File: config.mk
export PLATFORM = sky130hd
export DESIGN_NAME = mem_arbiter
export DESIGN_NICKNAME = d
export VERILOG_FILES = /design/src/rtl/mem_arbiter.sv
export SDC_FILE = /design/constraint.sdc
export NUM_CORES = 1
export LEC_CHECK = 0
export CAP_MARGIN = 20
export CORE_AREA = 3 3 181 183
export DETAILED_ROUTE_END_ITERATION = 10
export DIE_AREA = 0 0 184 186
export GPL_ROUTABILITY_DRIVEN = 0
export GPL_TIMING_DRIVEN = 0
export HOLD_SLACK_MARGIN = 0.12
export PLACE_DENSITY = 0.52
export SETUP_SLACK_MARGIN = 0.15
export SYNTH_ARGS = -nofsm -noshare
export SYNTH_HDL_FRONTEND = slang
export SYNTH_SLANG_ARGS = --single-unit
File: constraint.sdc
create_clock -name clock -period 4.2 [get_ports clock]
set_input_delay 0.63 -clock clock [delete_from_list [all_inputs] [get_ports clock]]
set_output_delay 0.63 -clock clock [all_outputs]
set_load 0.1 [all_outputs]
File: src/rtl/mem_arbiter.sv
// mem_arbiter: round-robin arbiter sharing one host mem port between NUM_REQ requesters.
// Define MEM_ARB_TIMEOUT_EN to add the sticky write-beat watchdog (timeout_err).
module mem_arbiter #(
  parameter int NUM_REQ       = 2,
  parameter int MEM_LEN_BITS  = 8,
  parameter int MEM_ADDR_BITS = 32,
  parameter int MEM_DATA_BITS = 64,
  parameter int TIMEOUT       = 1024
) (
  input  logic                               clock,
  input  logic                               reset_n,
  input  logic [NUM_REQ-1:0]                 req_valid,
  output logic [NUM_REQ-1:0]                 req_ready,
  input  logic [NUM_REQ-1:0]                 req_opcode,
  input  logic [NUM_REQ*MEM_LEN_BITS-1:0]    req_len,
  input  logic [NUM_REQ*MEM_ADDR_BITS-1:0]   req_addr,
  input  logic [NUM_REQ-1:0]                 wr_valid,
  output logic [NUM_REQ-1:0]                 wr_ready,
  input  logic [NUM_REQ*MEM_DATA_BITS-1:0]   wr_bits,
  output logic [NUM_REQ-1:0]                 rd_valid,
  output logic [MEM_DATA_BITS-1:0]           rd_bits,
  input  logic [NUM_REQ-1:0]                 rd_ready,
  output logic                               mem_req_valid,
  output logic                               mem_req_opcode,
  output logic [MEM_LEN_BITS-1:0]            mem_req_len,
  output logic [MEM_ADDR_BITS-1:0]           mem_req_addr,
  output logic                               mem_wr_valid,
  output logic [MEM_DATA_BITS-1:0]           mem_wr_bits,
  input  logic                               mem_rd_valid,
  input  logic [MEM_DATA_BITS-1:0]           mem_rd_bits,
  output logic                               mem_rd_ready,
  output logic                               timeout_err
);
  localparam int IW = (NUM_REQ > 1) ? $clog2(NUM_REQ) : 1;

  typedef enum logic [1:0] {IDLE, ISSUE, READ, WRITE} state_e;

  state_e                   state_q;
  logic [IW-1:0]            rr_q, rr_d, gnt_q, pick;
  logic                     op_q;
  logic [MEM_LEN_BITS-1:0]  len_q, cnt_q;
  logic [MEM_ADDR_BITS-1:0] addr_q;
  logic                     any_req, beat, abort;
  int                       idx;

  // Scan downward so the last hit is the first requester at or above rr_q (with wrap).
  always_comb begin
    pick = rr_q;
    idx  = 0;
    for (int k = NUM_REQ - 1; k >= 0; k--) begin
      idx = int'(rr_q) + k;
      if (idx >= NUM_REQ) idx = idx - NUM_REQ;
      if (req_valid[idx]) pick = IW'(idx);
    end
  end

  assign any_req = |req_valid;
  assign rr_d    = (gnt_q == IW'(NUM_REQ - 1)) ? '0 : gnt_q + 1'b1;
  assign beat    = ((state_q == READ) && mem_rd_valid && rd_ready[gnt_q]) ||
                   ((state_q == WRITE) && wr_valid[gnt_q]);

`ifdef MEM_ARB_TIMEOUT_EN
  localparam int TW = $clog2(TIMEOUT + 1);
  logic [TW-1:0] tmo_q;
  logic          timeout_err_q;

  assign abort       = (state_q == WRITE) && !wr_valid[gnt_q] && (tmo_q == TW'(TIMEOUT - 1));
  assign timeout_err = timeout_err_q;

  always_ff @(posedge clock or negedge reset_n) begin
    if (!reset_n) begin
      tmo_q         <= '0;
      timeout_err_q <= 1'b0;
    end else begin
      if (state_q != WRITE || wr_valid[gnt_q] || abort) tmo_q <= '0;
      else                                              tmo_q <= tmo_q + 1'b1;
      if (abort) timeout_err_q <= 1'b1;
    end
  end
`else
  logic unused_tmo;
  assign unused_tmo  = (TIMEOUT != 0);
  assign abort       = 1'b0;
  assign timeout_err = 1'b0;
`endif

  always_ff @(posedge clock or negedge reset_n) begin
    if (!reset_n) begin
      state_q <= IDLE;
      rr_q    <= '0;
      gnt_q   <= '0;
      op_q    <= 1'b0;
      len_q   <= '0;
      addr_q  <= '0;
      cnt_q   <= '0;
    end else begin
      case (state_q)
        IDLE: if (any_req) begin
          gnt_q   <= pick;
          op_q    <= req_opcode[pick];
          len_q   <= req_len[int'(pick)*MEM_LEN_BITS +: MEM_LEN_BITS];
          addr_q  <= req_addr[int'(pick)*MEM_ADDR_BITS +: MEM_ADDR_BITS];
          state_q <= ISSUE;
        end
        ISSUE: begin
          cnt_q   <= '0;
          state_q <= op_q ? WRITE : READ;
        end
        READ, WRITE: begin
          if (abort || (beat && cnt_q == len_q)) begin
            state_q <= IDLE;
            rr_q    <= rr_d;
          end else if (beat) begin
            cnt_q <= cnt_q + 1'b1;
          end
        end
        default: state_q <= IDLE;
      endcase
    end
  end

  // req_ready is combinational, so it is gated by reset_n to stay low during reset.
  always_comb begin
    req_ready = '0;
    if (reset_n && state_q == IDLE && any_req) req_ready[pick] = 1'b1;
    rd_valid = '0;
    if (state_q == READ) rd_valid[gnt_q] = mem_rd_valid;
    wr_ready = '0;
    if (state_q == WRITE) wr_ready[gnt_q] = 1'b1;
  end

  assign rd_bits        = (state_q == READ)  ? mem_rd_bits : '0;
  assign mem_rd_ready   = (state_q == READ)  && rd_ready[gnt_q];
  assign mem_wr_valid   = (state_q == WRITE) && wr_valid[gnt_q];
  assign mem_wr_bits    = (state_q == WRITE) ? wr_bits[int'(gnt_q)*MEM_DATA_BITS +: MEM_DATA_BITS] : '0;
  assign mem_req_valid  = (state_q == ISSUE);
  assign mem_req_opcode = (state_q == ISSUE) && op_q;
  assign mem_req_len    = (state_q == ISSUE) ? len_q  : '0;
  assign mem_req_addr   = (state_q == ISSUE) ? addr_q : '0;

endmodule

==> impl_metrics.yaml <==
outcome:
  status: "finished, final reports clean"
power_and_ir_drop:
  power.leakage_nw: 4.22
  totalPowerFinal_mw: 7.65
  vdd_drop_max_mv: 0.289
  powerDensity_nw_per_um2: 816
routing:
  drt_iter0_drc: 202
  drc_errors: 0
  via_count: 5333
  vias_per_cell: 3.96
  routedWlPerCell_um: 19.8
  firstDrtPassIters: 4
  ant_nets: 0
  drt_wl_total_mm: 26.7
logic_synthesis:
  syn_area_per_cell_sq_um: 8.64
  async_reset_ff_share_pct: 100
  postSynthCellCount: 471
  yosys.area.top_type: "dfrtp_1"
  synth_flop_cell: "dfrtp_1"
  ys_ff_latch: 53
  synth_edf_count: 0
  synth_top_area_share_pct: 32.6
  ys_seq_area_share_pct: 32.6
  syn_nets: 755
  yosys_warnings: 0
  synth_common_cells: "and2_1 (105), a22o_1 (65), dfrtp_1 (53)"
  yosys.cell_count.top_type: "and2_1"
  synthTopCellsByArea: "dfrtp_1 (33%), and2_1 (16%), a22o_1 (14%)"
  syn-cell-area_sq_um: 4070
  ys_types: 44
global_route:
  grt_pass1_vias: 5250
  grt_pass1_wl_mm: 35.8
  grt_use_total_pct: 14.1
  antenna_found_initial: 0
  gr-total-overflow: 0
  grt_max_degree: 32
worst_setup_path:
  crit_path_start_kind: "input pin"
  cp-end-kind: "output pin"
  cp_cell_sequence: "clkdlybuf4s50_1 -> nor2_1 -> o21ai_0 -> buf_2 -> buf_2 -> and3_1 -> clkdlybuf4s50_1"
  cp_num_buf_inv: 4
  reg2reg_depth: 7
  slowest_delay_ps: 1150
  timing.critical_path.from: "req_valid[1]"
  cp.arrival_ps: 3260
  reg2reg_from: "state_q[1]$_DFFE_PN0P_"
  cp_top_family: "buffers and inverters"
  worst-r2r-setup-slack_ps: 2260
  r2r-end: "addr_q[8]$_DFFE_PN0P_"
  crit_type: "input pin to output pin"
  cp_slowest_cell: "clkdlybuf4s50_1"
  crit_required_ps: 3570
  cp_max_fo: 10
sta:
  rsz0062_at_grt: "false"
  worst_slew_pin_slew_ps: 1120
  setup_viol: 0
  final-max-slew-violation-count: 0
  period_share_pct: 92.6
  hold_violations: 0
  min_period_ps: 3890
  max_freq_mhz: 257
  timing.hold.ws_ps: 336
  worst_slew_margin_rel_pct: 25.1
  skew_ps: 3.06
  setup_ws_ps: 310
  tns_ps: 0
flow_run:
  maxCapViolCount: 0
floorplan:
  ioPinCount: 462
  core_sq_um: 31400
  die-width_um: 184
  dieArea_sq_um: 34200
  std_cell_rows: 65
  initial_utilization_pct: 13.0
  dieHeight_um: 186
final_layout:
  syn2layout_area_growth_pct: 131
  nets: 1227
  drive_gt1_share_pct: 7.42
  antenna_cells: 0
  final_cell_count_no_fill: 1346
clock_tree:
  path_clk_slew_ps: 70
  ctsHoldBuffers: 0
  clock_path_buffers: 2
  clkSinkCount: 53
  cts-root-buf: "clkbuf_16"
  cts_tree: "yes"
  clock_latency_ps: 290
  h-tree-depth: 2
  post_cts.repair.setup_buffers: 0
  cts_buffers: 5
place:
  dpl_worst_slack_ps: 88.2
  portBuffers: 460
  hpwl_mm: 23.4
  dp_cells: 1338
worst_hold_path:
  hp-class: "input pin to asynchronous set/reset pin"
## worst register-to-register path: cells and delay by family (launching register included)
family	cells	cell delay [ps]
buf+inv	3	930
flops	1	350
compound gates	2	340
simple gates	2	250
## power breakdown
part / switching [mW] / total, mW / internal [mW]
clock: 0.190 / 0.488 / 0.298
combinational: 4.72 / 6.24 / 1.52
sequential: 0.176 / 0.923 / 0.748
total: 5.08 / 7.65 / 2.57
## registers in the layout, indices dropped and copies added (netlist names)
| register | count |
|---|---|
| len_q | 8 |
| op_q | 1 |
| state_q | 2 |
| addr_q | 32 |
| cnt_q | 8 |
| gnt_q | 1 |
| rr_q | 1 |
## cells in the final DEF, fill, tap and decap left out, types with 12 or more instances in the layout
cell type and n:
clkdlybuf4s50_1 384, mux2i_1 44, clkdlybuf4s15_1 13, clkbuf_2 32, a22o_1 65, dlymetal6s2s_1 25
clkbuf_1 28, nand2_1 12, nor2_1 50, a21oi_1 45, and2_1 105, dfrtp_1 53
## cells by family (layout without fill, tap and decap cells)
kind of cell               after synthesis  count (layout)  share of synthesized area, %
AOI/OAI and AO/OA                      126             126                          22.8
muxes                                   45              45                          11.1
adders and majority gates                1               1                         0.307
xor gates and xnor gates                 9               9                          1.94
other                                    1               1                        0.0922
buffers and inverters                   48             521                          5.07
DFF                                     53              53                          32.6
and+or+nand+nor                        188             188                          26.1
## what timing repair did
item                       in CTS  in global routing
cloned                          0                  0
resized for setup              58                 98
hold endpoints to repair        0                  0
setup endpoints to repair      50                 69
## cell type report
cell class,instances,area [sq um]
sequential,53,1330
buffer,47,203
clock inverter,1,30.0
tap,402,503
fill,3370,22000
inverter,1,3.75
multi-input combinational,370,2540
timing repair buffer,465,4640
clock buffer,7,143
## how the worst max path moves through the flow
stage / end / slack, ps / cells past startpoint
finish: req_ready[1] / 310 / 7
floorplan: mem_wr_bits[54] / 960 / 5
detailed placement: mem_wr_bits[51] / 90 / 7
global placement: req_ready[0] / -1120 / 3
CTS: mem_wr_bits[51] / 50 / 7
global route: mem_wr_bits[34] / 150 / 7
## layer usage
layer,GRT usage (%),part of all wire [%]
met1,17.1,40
met2,25.5,51
met3,3.75,7.8
met4,2.60,1.2
met5,0,0
## per-stage QoR
step	area [sq um]	utilization, %
after floorplan	4070	-
after global placement	9180	29.2
after detailed placement	9300	29.6
after CTS	9420	30.0
after global routing	9380	29.9
final	9380	29.9
(Power assumes the default switching activity.)
